### src/rtl/ultrasonic_echo_responder_pkg.sv
// Shared types, default timing constants and small arithmetic helpers
// for the ultrasonic echo responder (HC-SR04 style target emulator).
package ultrasonic_echo_responder_pkg;

  localparam int unsigned CLK_HZ               = 32'd100_000_000;
  localparam int unsigned MIN_TRIG_CYC_DEFAULT = 32'd1_000;      // 10 us
  localparam int unsigned BURST_CYC_DEFAULT    = 32'd20_000;     // 200 us
  localparam int unsigned MAX_ECHO_CYC_DEFAULT = 32'd3_800_000;  // 38 ms
  localparam int unsigned HOLDOFF_CYC_DEFAULT  = 32'd1_000_000;  // 10 ms

  typedef enum logic [2:0] {
    ST_IDLE    = 3'd0,
    ST_TRIG_HI = 3'd1,
    ST_BURST   = 3'd2,
    ST_ECHO    = 3'd3,
    ST_HOLDOFF = 3'd4
  } state_e;

  // Increment that sticks at all-ones instead of wrapping.
  function automatic logic [31:0] sat_inc(input logic [31:0] v);
    if (v == 32'hFFFF_FFFF) begin
      sat_inc = v;
    end else begin
      sat_inc = v + 32'd1;
    end
  endfunction

  // True when a counter that started at 0 on state entry has covered
  // 'lim' cycles including the current one; evaluated in 33 bits so the
  // +1 can never wrap.
  function automatic logic count_reached(input logic [31:0] cnt,
                                         input logic [31:0] lim);
    count_reached = (({1'b0, cnt} + 33'd1) >= {1'b0, lim});
  endfunction

  // Commanded echo width: zero becomes one cycle, large values clip.
  function automatic logic [31:0] clamp_len(input logic [31:0] req,
                                            input logic [31:0] max_len);
    if (req == 32'd0) begin
      clamp_len = 32'd1;
    end else if (req > max_len) begin
      clamp_len = max_len;
    end else begin
      clamp_len = req;
    end
  endfunction

endpackage

### src/rtl/ultrasonic_echo_responder_sync_2ff.sv
// Two-flop synchronizer for a single asynchronous level; reused for the
// trigger here and for an initiator's echo input elsewhere.
module sync_2ff (
  input  logic clk,
  input  logic rst_n,
  input  logic d,
  output logic q
);

  logic meta_q;
  logic sync_q;

  // Shift the asynchronous level through two flops to settle metastability.
  always_ff @(posedge clk or negedge rst_n) begin
    if (!rst_n) begin
      meta_q <= 1'b0;
      sync_q <= 1'b0;
    end else begin
      meta_q <= d;
      sync_q <= meta_q;
    end
  end

  assign q = sync_q;

endmodule

### src/rtl/ultrasonic_echo_responder.sv
// Ultrasonic echo responder: qualifies a trigger pulse, waits out the
// emulated transducer burst, drives an echo pulse of the commanded width,
// then enforces a dead time before the next ranging request.
module ultrasonic_echo_responder
  import ultrasonic_echo_responder_pkg::*;
#(
  parameter int unsigned MIN_TRIG_CYC = MIN_TRIG_CYC_DEFAULT,
  parameter int unsigned BURST_CYC    = BURST_CYC_DEFAULT,
  parameter int unsigned MAX_ECHO_CYC = MAX_ECHO_CYC_DEFAULT,
  parameter int unsigned HOLDOFF_CYC  = HOLDOFF_CYC_DEFAULT
) (
  input  logic        clk,
  input  logic        rst_n,
  input  logic        trigger,
  input  logic [31:0] echo_len,
  output logic        echo,
  output logic        busy,
  output logic        short_trig,
  output logic        echo_done
);

  logic        trig_s;
  logic        trig_rise_s;

  state_e      state_q, state_d;
  logic [31:0] cnt_q, cnt_d;
  logic [31:0] len_q, len_d;
  logic        trig_prev_q, trig_prev_d;
  logic        armed_q, armed_d;
  logic [1:0]  flush_q, flush_d;
  logic        echo_q, echo_d;
  logic        busy_q, busy_d;
  logic        short_q, short_d;
  logic        done_q, done_d;

  sync_2ff u_trig_sync (
    .clk   (clk),
    .rst_n (rst_n),
    .d     (trigger),
    .q     (trig_s)
  );

  // Next-state logic: edge qualification, phase counting and output decode.
  always_comb begin
    // The synchronizer output is only meaningful two edges after reset;
    // flush_q counts those edges so a trigger held across reset is never
    // mistaken for a fresh low-to-high transition.
    if (flush_q == 2'd2) begin
      flush_d = flush_q;
    end else begin
      flush_d = flush_q + 2'd1;
    end
    armed_d     = armed_q | ((flush_q == 2'd2) & ~trig_s);
    trig_prev_d = trig_s;
    trig_rise_s = trig_s & ~trig_prev_q & armed_q;

    state_d = state_q;
    cnt_d   = sat_inc(cnt_q);
    len_d   = len_q;
    echo_d  = 1'b0;
    short_d = 1'b0;
    done_d  = 1'b0;

    case (state_q)
      ST_IDLE: begin
        cnt_d = 32'd0;
        if (trig_rise_s) begin
          state_d = ST_TRIG_HI;
        end else begin
          state_d = ST_IDLE;
        end
      end
      ST_TRIG_HI: begin
        // cnt_q excludes the rising-edge cycle seen in IDLE, hence the +1
        // inside count_reached.
        if (trig_s) begin
          cnt_d = sat_inc(cnt_q);
        end else if (count_reached(cnt_q, MIN_TRIG_CYC)) begin
          cnt_d   = 32'd0;
          state_d = ST_BURST;
          len_d   = clamp_len(echo_len, MAX_ECHO_CYC);
        end else begin
          cnt_d   = 32'd0;
          state_d = ST_IDLE;
          short_d = 1'b1;
        end
      end
      ST_BURST: begin
        if (count_reached(cnt_q, BURST_CYC)) begin
          cnt_d   = 32'd0;
          state_d = ST_ECHO;
          echo_d  = 1'b1;
        end else begin
          echo_d  = 1'b0;
        end
      end
      ST_ECHO: begin
        if (count_reached(cnt_q, len_q)) begin
          cnt_d   = 32'd0;
          state_d = ST_HOLDOFF;
          done_d  = 1'b1;
        end else begin
          echo_d  = 1'b1;
        end
      end
      ST_HOLDOFF: begin
        if (count_reached(cnt_q, HOLDOFF_CYC)) begin
          cnt_d   = 32'd0;
          state_d = ST_IDLE;
        end else begin
          state_d = ST_HOLDOFF;
        end
      end
      default: begin
        cnt_d   = 32'd0;
        state_d = ST_IDLE;
      end
    endcase

    busy_d = (state_d != ST_IDLE);
  end

  // State, counters and registered outputs; reset clears everything at once.
  always_ff @(posedge clk or negedge rst_n) begin
    if (!rst_n) begin
      state_q     <= ST_IDLE;
      cnt_q       <= 32'd0;
      len_q       <= 32'd0;
      trig_prev_q <= 1'b0;
      armed_q     <= 1'b0;
      flush_q     <= 2'd0;
      echo_q      <= 1'b0;
      busy_q      <= 1'b0;
      short_q     <= 1'b0;
      done_q      <= 1'b0;
    end else begin
      state_q     <= state_d;
      cnt_q       <= cnt_d;
      len_q       <= len_d;
      trig_prev_q <= trig_prev_d;
      armed_q     <= armed_d;
      flush_q     <= flush_d;
      echo_q      <= echo_d;
      busy_q      <= busy_d;
      short_q     <= short_d;
      done_q      <= done_d;
    end
  end

  assign echo       = echo_q;
  assign busy       = busy_q;
  assign short_trig = short_q;
  assign echo_done  = done_q;

endmodule

### config.mk
export PLATFORM = sky130hd
export DESIGN_NAME = ultrasonic_echo_responder
export DESIGN_NICKNAME = d
export VERILOG_FILES = /design/src/rtl/ultrasonic_echo_responder_pkg.sv /design/src/rtl/ultrasonic_echo_responder_sync_2ff.sv /design/src/rtl/ultrasonic_echo_responder.sv
export SDC_FILE = /design/constraint.sdc
export NUM_CORES = 1
export LEC_CHECK = 0
export BUFFER_PORTS_ARGS = -buffer_cell sky130_fd_sc_hd__buf_2
export CELL_PAD_IN_SITES_DETAIL_PLACEMENT = 1
export CELL_PAD_IN_SITES_GLOBAL_PLACEMENT = 1
export CORE_ASPECT_RATIO = 1.25
export CORE_MARGIN = 2
export CORE_UTILIZATION = 47
export DETAILED_ROUTE_END_ITERATION = 10
export PLACE_DENSITY_LB_ADDON = 0.1
export SLEW_MARGIN = 20
export SYNTH_ARGS = -nofsm -noshare
export SYNTH_HDL_FRONTEND = slang
export SYNTH_SLANG_ARGS = --single-unit
### constraint.sdc
create_clock -name clk -period 5.7 [get_ports clk]
set_input_delay 0.855 -clock clk [delete_from_list [all_inputs] [get_ports clk]]
set_output_delay 0.855 -clock clk [all_outputs]
set_load 0.05 [all_outputs]
Word-level counts from Yosys, hierarchy flattened
Index checks and enable logic that the tools add are counted.
{"block": "classes", "addsub": 3, "n_lt_le_gt_ge": 5, "eq_ne": 6, "n_mux": 23, "bitwise_logic": 6, "n_reduce_logical": 4}
{"op": "$mux 32", "n": 7}
{"op": "$pmux 32 s4", "n": 1}
{"op": "$add 32x1->33 const B", "n": 1}
{"op": "$ge 33x10->1 const B", "n": 1}
{"op": "$ge 33x15->1 const B", "n": 1}
{"op": "$ge 33x20->1 const B", "n": 1}
{"op": "$ge 33x32->1", "n": 1}
{"op": "$add 32x1->32 const B", "n": 1}
{"op": "$eq 32x32->1 const B", "n": 1}
{"op": "$gt 32x22->1 const B", "n": 1}
{"op": "$logic_not 32->1", "n": 1}
{"op": "$pmux 3 s5", "n": 1}
{"op": "$mux 3", "n": 4}
{"op": "$mux 1", "n": 8}
{"op": "$eq 3x2->1 const B", "n": 2}
{"op": "$and 1x1->1", "n": 3}
{"op": "$eq 3x1->1 const B", "n": 1}
{"op": "$eq 3x3->1 const B", "n": 1}
{"op": "$logic_not 3->1", "n": 1}
{"op": "$reduce_and 3->1", "n": 1}
{"op": "$reduce_bool 3->1", "n": 1}
{"op": "$add 2x1->2 const B", "n": 1}
{"op": "$eq 2x2->1 const B", "n": 1}
{"op": "$mux 2", "n": 1}
{"op": "other kinds (3)", "n": 4}
{"block": "totals", "ff_bits": 77, "in_bits": 35, "out_inout_bits": 4, "wordCells": 59}

Depth between registers and ports, before layout
Gate-level depths: netlist of the first run.
{"block": "logic_depth", "depth_word": 6, "ltp_mapped": 16, "depth_no_buf": 14}

By module
From an unflattened synthesis of the first run, not the netlist that was laid out.
{"block": "hier_totals", "cells_unflattened": 544, "hier_area_um2": 5089.9}
{"module": "ultrasonic_echo_responder", "n_inst": 1, "cells_each": 542, "area_each_um2": 5039.8, "seq_area_each_um2": 1876.8}
{"module": "sync_2ff", "n_inst": 1, "cells_each": 2, "area_each_um2": 50.0, "seq_area_each_um2": 50.0}

Least setup slack after synthesis of the first run
OpenSTA, ideal clock, no wires.
{"block": "synth_timing", "kind": "reg2reg", "start": "reg cnt_q[3]", "end": "reg cnt_q[0]", "setup_time_ps": 76, "t_arrival_ps": 4005, "required_time_ps": 5624, "slack_ps": 1620, "stages_incl_launch_ff": 17, "path_buffers": 3, "synth_period_minus_slack_ps": 4080, "cell_sequence": "dfrtp_1 buf_2 nand3_1 or4_1 buf_2 or4_1 nor2_1 xor2_1 ha_1 a21o_1 a21oi_1 nor3_1 or3_1 o32ai_1 a21oi_1 clkbuf_1 a21oi_2"}
{"block": "synth_via", "elab_chain_cells": 4, "elab_cells_between_ends": 11, "classes_between": "add/sub: 1; order compare: 3; eq/ne: 1; mux: 6"}
{"item": "start, declared", "line": "ultrasonic_echo_responder.sv:26", "text": "logic [31:0] cnt_q, cnt_d;"}
{"item": "start signal, assigned", "line": "ultrasonic_echo_responder.sv:138", "text": "cnt_q <= cnt_d;"}
{"item": "$add 32x1->33 / $eq 32x32->1 (equally long branches)", "line": "ultrasonic_echo_responder_pkg.sv:33, ultrasonic_echo_responder_pkg.sv:21"}
{"item": "$ge 33x20->1 (tied with other cells)", "line": "ultrasonic_echo_responder_pkg.sv:33", "text": "count_reached = (({1'b0, cnt} + 33'd1) >= {1'b0, lim});"}
{"item": "$mux 32, on equally long branches"}
{"item": "$pmux 32 s4 (*)", "line": "ultrasonic_echo_responder.sv:64", "text": "case (state_q)"}
{"item": "named net cnt_d[0]", "line": "ultrasonic_echo_responder.sv:26"}
The timed path passes the listed nets; every way through them passes the cells marked *.
A chain may end at the register's enable or synchronous reset.

Worst setup path after layout of the first run
{"block": "layout_timing", "start": "reg cnt_q[0]", "end": "reg cnt_q[19]"}
{"block": "layout_via", "elab_chain_cells": 4, "elab_cells_between_ends": 12, "classes_between": "add/sub: 2; order compare: 3; eq/ne: 1; mux: 6"}
{"item": "$add 32x1->33 (tied with other cells)", "line": "ultrasonic_echo_responder_pkg.sv:33"}
{"item": "$ge 33x20->1 (tied with other cells)", "line": "ultrasonic_echo_responder_pkg.sv:33"}
{"item": "$mux 32, on equally long branches"}
{"item": "$pmux 32 s4 (*)", "line": "ultrasonic_echo_responder.sv:64"}
{"item": "named net cnt_d[19]", "line": "ultrasonic_echo_responder.sv:26"}
Marks and branches as above.

==> results of run 1 <==
[routing by layer]
metal / up-vias / GRT usage
met5: - / 0
met4: 0 / 0.1162
met3: 24 / 0.03410
met2: 55 / 0.4466
met1: 2031 / 0.2667
li1: 1998 / -
[registers in the layout, summed over array words and instances, names as in the netlist]
signal,count
state_q,3
echo,1
len_q,32
cnt_q,32
short_trig,1
u_trig_sync.q,1
busy,1
armed_q,1
trig_prev_q,1
flush_q,2
u_trig_sync.meta_q,1
echo_done,1
[where the power goes]
part           internal [mW]  switching (mW)
Sequential             0.550         0.00309
Clock                  0.428           0.232
Combinational         0.0148          0.0327
Total                  0.992           0.268
[final timing paths]
kind                                    start       endpoint  cells after the start
setup / recovery                     cnt_q[0]      cnt_q[19]                     14
hold reg to reg            u_trig_sync.meta_q  u_trig_sync.q                      0
hold / removal             u_trig_sync.meta_q  u_trig_sync.q                      0
setup reg to reg                     cnt_q[0]      cnt_q[19]                     14
min in group asynchronous               rst_n     flush_q[1]                      1
max in group asynchronous               rst_n      cnt_q[25]                      1
[cells by family (layout without fill, tap and decap cells)]
kind of cell | count (synthesis) | count (layout) | synth area share
and+or+nand+nor | 206 | 206 | 0.2178
AOI/OAI and AO/OA | 110 | 110 | 0.1686
DFF | 77 | 77 | 0.3786
buffers and inverters | 63 | 96 | 0.05383
xor gates and xnor gates | 36 | 36 | 0.06195
adders and majority gates | 34 | 34 | 0.08309
muxes | 18 | 18 | 0.03613
[cell usage in the layout, fill, tap and decap left out, types with 14 or more instances in the layout]
cell,netlist,routed
nor3_1,16,16
buf_2,9,37
nand3_1,16,16
dfrtp_1,77,77
a21oi_2,30,30
nor4_1,15,14
xnor2_1,19,19
mux2i_1,15,15
nor2_1,69,69
inv_1,37,37
nand2_1,26,26
xor2_1,17,17
ha_1,33,33
[worst max-delay path: cells and delay by family, from the launching register on]
kind	cells	cell delay, ps
xor+xnor	1	220
fa+ha+maj	1	280
compound gates	5	1020
buf+inv	1	320
simple gates	6	2520
flops	1	450
[final cells by class]
| class | count | area [um^2] | area share |
|---|---|---|---|
| Clock buffer | 10 | 229.0 | 0.04009 |
| Sequential cell | 77 | 1927 | 0.3373 |
| Clock inverter | 6 | 111.4 | 0.01950 |
| Multi-Input combinational cell | 404 | 2907 | 0.5089 |
| Tap cell | 132 | 165.2 | 0.02892 |
| Timing Repair Buffer | 43 | 234.0 | 0.04096 |
| Inverter | 37 | 138.9 | 0.02432 |
[through the flow]
stage | hold WS (ps) | setup slack [ps] | cell area (um^2) | total power [mW]
final | 360.2 | 774.5 | 5712 | 1.260
after global routing | 369.1 | 465.7 | 5712 | 1.296
after CTS | 361.2 | 726.5 | 5708 | 1.275
after detailed placement | 347.1 | 772.1 | 5368 | 0.6110
after global placement | 334.1 | 1043 | 5368 | 0.6087
after floorplan | 331.2 | 1620 | 5090 | 0.5786
==> flow_metrics.env, run 1 <==
export IMPL_status="finished, final reports clean"
export IMPL_slew_viol_final=0
export IMPL_setup_viol=0
export IMPL_syn_cell_area_um2=5090
export IMPL_numCtsBuffers=9
export IMPL_vias=4108
export IMPL_synth_main_ff_cell="dfrtp_1"
export IMPL_drt_total_wl_mm=13.09
export IMPL_syn_to_final_growth_pct=12.22
export IMPL_drt_antenna_violating_nets=0
export IMPL_routedWlPerCell_um=18.46
export IMPL_synth_common_cells="dfrtp_1 (77), nor2_1 (69), inv_1 (37)"
export IMPL_p_leak_nw=2.631
export IMPL_fin_util=0.5407
export IMPL_path_common_cell="or4_1"
export IMPL_max_slew_margin=0.2856
export IMPL_yosysTopAreaCell="dfrtp_1"
export IMPL_max_cap_violations=0
export IMPL_fin_crit_sh=0.8641
export IMPL_hpwl_mm=9.711
export IMPL_gp_congestion=0.8375
export IMPL_async_reset_ff_frac=1.000
export IMPL_synth_most_common_cell="dfrtp_1"
export IMPL_end_kind="flip-flop"
export IMPL_wl_met3_um=300
export IMPL_dpl_cell_count=693
export IMPL_die_h_um=120.4
export IMPL_finClkSkew_ps=5.322
export IMPL_yosysUniqueCellTypes=68
export IMPL_fmax_mhz=203.0
export IMPL_grt_max_degree=78
export IMPL_wl_met1_mm=5.337
export IMPL_cts_resized=0
export IMPL_yosysTopAreaCellShare=0.3786
export IMPL_ys_warn_count=0
export IMPL_synth_seq_cells=77
export IMPL_critPathArrivalTime_ps=5190
export IMPL_rsz0062_at_grt="false"
export IMPL_io_buffers=38
export IMPL_synth_avg_cell_area_um2=9.356
export IMPL_initialDrtViolationCount=148
export IMPL_met2WireLength_mm=7.037
export IMPL_std_cell_rows=42
export IMPL_htreeDepth=3
export IMPL_post_cts_buffers=0
export IMPL_critical_path_required_ps=5960
export IMPL_mappedNetlistNets=612
export IMPL_path_cells="nand3_1, or4_1, or4_1, nor2_1, xor2_1, ha_1, a21o_1, a21oi_1, nor3_1, or3_1, o32ai_1, a21oi_4, buf_4, a21oi_2"
export IMPL_crit_type="reg2reg"
export IMPL_clkLatencyLatePin_ps=340
export IMPL_core_area_um2=10560
export IMPL_nets=640
export IMPL_vdd_drop_max_mv=0.1651
export IMPL_worst_slew_pin_slew_ps=1069
export IMPL_grt_pass1_vias=4532
export IMPL_antenna_cells=0
export IMPL_worst_path_max_fanout=32
export IMPL_fin_crit_ps=4926
export IMPL_fin_tns_setup_ps=0
export IMPL_startpoint_type="flip-flop"
export IMPL_cts_hold_buffers_added=0
export IMPL_cts_tree="done"
export IMPL_viasPerCell=5.794
export IMPL_drc=0
export IMPL_antenna_found_initial=0
export IMPL_dieArea_um2=11680
export IMPL_hp_class="reg2reg"
export IMPL_yosysSeqAreaShare=0.3786
export IMPL_io_pins=39
export IMPL_fillerInstances=1233
export IMPL_top_layer_used="met4"
export IMPL_syn_inst=544
export IMPL_grt_pass1_wl_mm=22.23
export IMPL_synth_area_top_cells="dfrtp_1 (38%), ha_1 (8.1%), a21oi_2 (5.2%), nor2_1 (5.1%), xnor2_1 (3.3%)"
export IMPL_clk_pin_slew_worst_paths_ps=60
export IMPL_die_w_um=97.08
export IMPL_drt_first_pass_iters=4
export IMPL_cpMaxStageDelayCell="or4_1"
export IMPL_final_instance_count_excl_fill=709
export IMPL_reg2reg_slack_ps=770
export IMPL_clk_path_buf_depth=2
export IMPL_clock_sinks=77
export IMPL_drive_above_1_share=0.1785
export IMPL_synth_edf_count=0
export IMPL_overflow=0
export IMPL_cpPeakStageDelay_ps=820
export IMPL_power_density_nw_per_um2=220.7
export IMPL_final_hold_violation_count=0
export IMPL_grt_total_usage=0.2397
export IMPL_root_buffer="clkbuf_16"
export IMPL_initial_core_util=0.4819
No activity file was read; power rests on OpenSTA's default activity.
==> run 2, diff against run 1 <==
--- a/config.mk
+++ b/config.mk
@@ -14,3 +14,3 @@
 export DETAILED_ROUTE_END_ITERATION = 10
-export PLACE_DENSITY_LB_ADDON = 0.1
+export PLACE_DENSITY = 0.77
 export SLEW_MARGIN = 20
==> constraint.sdc (replaced) <==
create_clock -name clk -period 5.7 [get_ports clk]
set_input_delay 0.285 -clock clk [delete_from_list [all_inputs] [get_ports clk]]
set_output_delay 0.285 -clock clk [all_outputs]
set_load 0.05 [all_outputs]
==> flow_metrics.env, run 2 (same netlist as run 1, synthesis figures left out) <==
export IMPL_status="finished, final reports clean"
export IMPL_initial_core_util=0.4819
export IMPL_p_sw_frac=0.2182
export IMPL_post_cts_buffers=0
export IMPL_cp_top_family="simple AND/OR/NAND/NOR gates"
export IMPL_overflow=0
export IMPL_design_area_um2=5680
export IMPL_dieArea_um2=11680
export IMPL_max_slew_margin=0.2886
export IMPL_drt_antenna_violating_nets=0
export IMPL_pwr_share_comb=0.041
export IMPL_p_int_mw=0.9238
export IMPL_cpPeakStageDelay_ps=800
export IMPL_syn_to_final_growth_pct=11.60
export IMPL_final_cell_mix="dfrtp_1 (77), nor2_1 (69), inv_1 (37), buf_2 (37), ha_1 (33)"
export IMPL_pwr_share_clk=0.491
export IMPL_htreeDepth=3
export IMPL_fin_util=0.5378
export IMPL_clk_pin_slew_worst_paths_ps=50
export IMPL_drt_first_pass_iters=4
export IMPL_power_density_nw_per_um2=208.0
export IMPL_numCtsBuffers=9
export IMPL_path_cells="nand3_1, or4_1, or4_1, nor2_1, xor2_1, ha_1, a21o_1, a21oi_1, nor3_1, or3_1, o32ai_1, a21oi_4, buf_12, a21oi_2"
export IMPL_hpwl_mm=10.13
export IMPL_drt_total_wl_mm=13.44
export IMPL_dpl_cell_count=693
export IMPL_grt_max_degree=78
export IMPL_mostFrequentLayoutCell="dfrtp_1"
export IMPL_antenna_cells=0
export IMPL_critical_path_required_ps=5960
export IMPL_clk_path_buf_depth=2
export IMPL_die_w_um=97.08
export IMPL_crit_type="reg2reg"
export IMPL_nets=640
export IMPL_setup_viol=0
export IMPL_drive_above_1_share=0.1788
export IMPL_path_common_cell="or4_1"
export IMPL_fillerInstances=1230
export IMPL_clock_sinks=77
export IMPL_reg_top3="cnt_q (32), len_q (32), state_q (3)"
export IMPL_dpl_cell_area_um2=5380
export IMPL_slew_viol_final=0
export IMPL_std_cell_rows=42
export IMPL_grt_total_usage=0.2405
export IMPL_vias=4194
export IMPL_startpoint_type="flip-flop"
export IMPL_critPathArrivalTime_ps=5130
export IMPL_cpMaxStageDelayCell="or4_1"
export IMPL_die_h_um=120.4
export IMPL_end_kind="flip-flop"
export IMPL_antenna_found_initial=0
export IMPL_cts_resized=0
export IMPL_root_buffer="clkbuf_16"
export IMPL_power_frac_seq=0.468
export IMPL_crit_buf_inv=1
export IMPL_final_instance_count_excl_fill=708
export IMPL_cts_tree="done"
export IMPL_gp_congestion=0.8273
export IMPL_max_cap_violations=0
export IMPL_cts_hold_buffers_added=0
export IMPL_clkLatencyLatePin_ps=350
export IMPL_core_area_um2=10560
export IMPL_p_leak_nw=2.621
export IMPL_fmax_mhz=205.6
export IMPL_seq_area_um2=1927
export IMPL_switching_power_mw=0.2578
export IMPL_drc=0
export IMPL_grt_pass1_vias=4547
export IMPL_grt_pass1_wl_mm=22.29
export IMPL_vdd_drop_max_mv=0.1268
export IMPL_worst_slew_pin_slew_ps=1065
export IMPL_worst_path_max_fanout=21
export IMPL_fin_crit_ps=4864
export IMPL_io_buffers=38
export IMPL_hp_class="in2reg"
export IMPL_fin_crit_sh=0.8532
export IMPL_reg2reg_slack_ps=840
export IMPL_finClkSkew_ps=7.254
export IMPL_routedWlPerCell_um=18.98
export IMPL_viasPerCell=5.924
export IMPL_multi_input_area_um2=2907
export IMPL_io_pins=39
export IMPL_whs_ps=46.59
export IMPL_rsz0062_at_grt="false"
export IMPL_fin_tns_setup_ps=0
export IMPL_initialDrtViolationCount=105
export IMPL_final_hold_violation_count=0
## run 2: changes by cell type in the layout (fill, tap and decap cells not counted), sizes merged
cell / previous run / this run
clkbuf: 10 / 11
bufinv: 3 / 1
## run 2: path summary, 6_finish.rpt
check / depth (start not counted) / startpoint / endpoint
setup reg to reg: 14 / cnt_q[3] / cnt_q[14]
setup / recovery: 14 / cnt_q[3] / cnt_q[14]
min in group asynchronous: 1 / rst_n / trig_prev_q
hold reg to reg: 0 / u_trig_sync.meta_q / u_trig_sync.q
max in group asynchronous: 1 / rst_n / cnt_q[6]
hold / removal: 1 / trigger / u_trig_sync.meta_q
## run 2: through the flow
stage,setup slack [ps],power (mW)
after CTS,839.4,1.195
after floorplan,1620,0.5786
final,836.5,1.182
after global placement,1048,0.6096
after global routing,542.8,1.218
after detailed placement,859.2,0.6120
## run 2: cell type report
cell class                 count  area share
timing repair buffer          43     0.04273
clock inverter                 4    0.008370
inverter                      37     0.02445
sequential                    77      0.3392
multi-input combinational    404      0.5117
clock buffer                  11     0.04449
tap                          132     0.02907
## run 2: routing by layer
layer	part of all wire	global-route usage	wire, um	vias to the layer above
li1	-	-	-	2005
met1	0.41	0.2681	5489	2114
met2	0.55	0.4562	7333	50
met3	0.018	0.03006	246	25
met4	0.027	0.1048	368	0
met5	0	0	0	-
## run 2: power groups by stage
stage | Combinational (mW) | Clock (mW) | Sequential [mW]
after global placement | 0.0476 | 0 | 0.562
after floorplan | 0.0138 | 0 | 0.565
final | 0.0488 | 0.580 | 0.553
after CTS | 0.0499 | 0.593 | 0.552
after detailed placement | 0.0497 | 0 | 0.562
after global routing | 0.0546 | 0.611 | 0.553
==> run 3, diff against run 2 <==
ABC_AREA = 1   (was default)
CORE_UTILIZATION = 46   (was 47)
PLACE_DENSITY = 0.79   (was 0.77)
==> flow_metrics.env, run 3 <==
export IMPL_hp_start="trigger"
export IMPL_max_cap_violations=0
export IMPL_worst_slew_pin_slew_ps=1131
export IMPL_r2r_start="cnt_q[0]"
export IMPL_p_sw_frac=0.2208
export IMPL_grt_util_met1=0.3228
export IMPL_io_pins=39
export IMPL_reg_top3="cnt_q (32), len_q (32), state_q (3)"
export IMPL_async_reset_ff_frac=1.000
export IMPL_synth_compound_area_share=0.1145
export IMPL_slew_viol_final=0
export IMPL_met3_usage=0.03219
export IMPL_critical_path_required_ps=5930
export IMPL_synthMuxAreaShare=0.001832
export IMPL_crit_type="reg2reg"
export IMPL_cts_tree="done"
export IMPL_die_h_um=125.8
export IMPL_viasPerCell=5.287
export IMPL_power_frac_seq=0.445
export IMPL_antenna_cells=0
export IMPL_drive_above_1_share=0.2018
export IMPL_synth_top_family_by_area="simple AND/OR/NAND/NOR gates"
export IMPL_syn_to_final_growth_pct=11.64
export IMPL_htreeDepth=3
export IMPL_syn_inst=716
export IMPL_reg2reg_slack_ps=1600
export IMPL_yosysSeqAreaShare=0.3527
export IMPL_post_cts_buffers=0
export IMPL_rsz0062_at_grt="false"
export IMPL_drt_antenna_violating_nets=0
export IMPL_dieArea_um2=12770
export IMPL_synth_simple_area_share=0.3067
export IMPL_clk_pin_slew_worst_paths_ps=60
export IMPL_hp_class="in2reg"
export IMPL_critPathArrivalTime_ps=4330
export IMPL_antenna_found_initial=0
export IMPL_cts_resized=0
export IMPL_routedWlPerCell_um=16.89
export IMPL_numCtsBuffers=9
export IMPL_initialDrtViolationCount=197
export IMPL_clk_path_buf_depth=2
export IMPL_syn_cell_area_um2=5463
export IMPL_top_usage_layer="met2"
export IMPL_grt_total_usage=0.2653
export IMPL_grt_max_degree=78
export IMPL_synth_avg_cell_area_um2=7.630
export IMPL_status="finished, final reports clean"
export IMPL_die_w_um=101.5
export IMPL_final_hold_violation_count=0
export IMPL_std_cell_rows=44
export IMPL_drt_total_wl_mm=15.52
export IMPL_overflow=0
export IMPL_end_kind="flip-flop"
export IMPL_pwr_share_clk=0.511
export IMPL_vias=4859
export IMPL_drc=0
export IMPL_finClkSkew_ps=13.81
export IMPL_power_density_nw_per_um2=203.2
export IMPL_vdd_drop_max_mv=0.1222
export IMPL_p_int_mw=0.9658
export IMPL_fin_tns_setup_ps=0
export IMPL_fin_crit_sh=0.7189
export IMPL_p_leak_nw=3.119
export IMPL_fin_crit_ps=4097
export IMPL_yosysTopAreaCellShare=0.3527
export IMPL_grt_pass1_wl_mm=26.41
export IMPL_mostFrequentLayoutCell="nand2_1"
export IMPL_gp_congestion=0.9023
export IMPL_startpoint_type="flip-flop"
export IMPL_nets=821
export IMPL_startpoint="cnt_q[0]"
export IMPL_globalRouteMet2Util=0.4737
export IMPL_max_slew_margin=0.2445
export IMPL_hpwl_mm=11.70
export IMPL_setup_viol=0
export IMPL_switching_power_mw=0.2737
export IMPL_mappedNetlistNets=784
export IMPL_synth_most_common_cell="nand2_1"
export IMPL_grt_pass1_vias=5362
export IMPL_root_buffer="clkbuf_16"
export IMPL_synth_area_top_cells="dfrtp_1 (35%), nand2_1 (11%), inv_1 (7.6%), ha_1 (7.6%), nor2_1 (5.8%)"
export IMPL_drt_first_pass_iters=4
export IMPL_reg2reg_to="cnt_q[10]"
export IMPL_synth_main_ff_cell="dfrtp_1"
export IMPL_ys_warn_count=0
export IMPL_io_buffers=38
export IMPL_pwr_share_comb=0.043
export IMPL_synth_seq_cells=77
export IMPL_reg2reg_depth=21
export IMPL_worst_path_max_fanout=34
export IMPL_final_cell_mix="nand2_1 (156), inv_1 (111), nor2_1 (85), dfrtp_1 (77), nand3_1 (40)"
export IMPL_yosysTopAreaCell="dfrtp_1"
export IMPL_fmax_mhz=244.1
export IMPL_initial_core_util=0.4703
export IMPL_synth_xor_area_frac=0.03825
export IMPL_whs_ps=47.99
export IMPL_core_area_um2=11620
export IMPL_synth_edf_count=0
export IMPL_synthAdderAreaFrac=0.07558
export IMPL_synth_common_cells="nand2_1 (156), inv_1 (111), nor2_1 (85)"
export IMPL_clock_sinks=77
export IMPL_yosysUniqueCellTypes=46
export IMPL_clkLatencyLatePin_ps=340
export IMPL_crit_end="cnt_q[10]"
run 3: cell types whose count changed in the layout (fill, tap and decap cells not counted), sizes merged, moves of 14 or more:
cell | before | now
inv | 37 | 123
mux2i | 15 | 1
nand2 | 26 | 169
nand3 | 16 | 45
nor2 | 70 | 98
o21ai | 11 | 30
xnor2 | 19 | 5
run 3: kinds of logic after synthesis:
group	after synthesis
xor gates and xnor gates	20
buffers and inverters	138
AOI/OAI and AO/OA	87
DFF	77
and+or+nand+nor	360
muxes	1
adders and majority gates	33
run 3: per-layer routing:
metal / vias up / part of all wire
li1: 2339 / -
met1: 2382 / 0.40
met2: 102 / 0.53
met4: 0 / 0.031
met5: - / 0
met3: 36 / 0.035
run 3: critical path, stage by stage, from the launching register on:
cell,delay (ps)
dfrtp_1,460
ha_1,260
nand2_1,110
nor2_4,150
nand2_2,90
nor3_2,150
xor2_1,370
inv_1,150
ha_1,320
a21oi_1,170
o21ai_0,130
nor2_1,130
nand4_1,140
nand2_1,90
nand2_1,50
nand2_1,50
nand2_1,50
nand2_1,50
nand2_1,60
nand2_2,100
nand3_4,490
a21boi_0,400
run 3: layout make-up:
| cell class | count | area [um^2] |
|---|---|---|
| multi-input combinational | 501 | 2933 |
| timing repair buffer | 41 | 237.7 |
| clock inverter | 6 | 93.84 |
| clock buffer | 10 | 239.0 |
| tap | 161 | 201.4 |
| fill | 1499 | 5518 |
| sequential | 77 | 1927 |
| inverter | 123 | 466.7 |
run 3: repair_timing:
item                                    in CTS  in global routing
endpoints found under the setup margin       0                  0
endpoints found under the hold margin        0                 30
hold buffers                                 0                  1
run 3: worst min-delay path by stage:
| stage | end | cells past startpoint |
|---|---|---|
| finish | u_trig_sync.meta_q | 1 |
| global route | u_trig_sync.meta_q | 1 |
| CTS | u_trig_sync.meta_q | 1 |
| detailed placement | u_trig_sync.q | 0 |
| global placement | u_trig_sync.q | 0 |
| floorplan | armed_q | 0 |
run 3: power by group through the flow:
stage | sequential [mW] | combinational [mW] | clock, mW
3_5_place_dp | 0.562 | 0.0515 | 0
5_1_grt | 0.552 | 0.0606 | 0.665
2_1_floorplan | 0.565 | 0.0197 | 0
4_1_cts | 0.552 | 0.0518 | 0.643
6_report | 0.552 | 0.0536 | 0.634
3_3_place_gp | 0.562 | 0.0494 | 0
run 3: metrics by stage:
stage               utilization  cell area (um^2)  power [mW]  setup WS, ps  cells
finish                   0.5250              6098       1.239          1603    919
global route             0.5250              6098       1.278          1199    919
CTS                      0.5218              6061       1.247          1640    917
detailed placement       0.4931              5728      0.6138          1749    901
global placement         0.4931              5728      0.6112          1881    901
floorplan                     -              5463      0.5850          2756    716
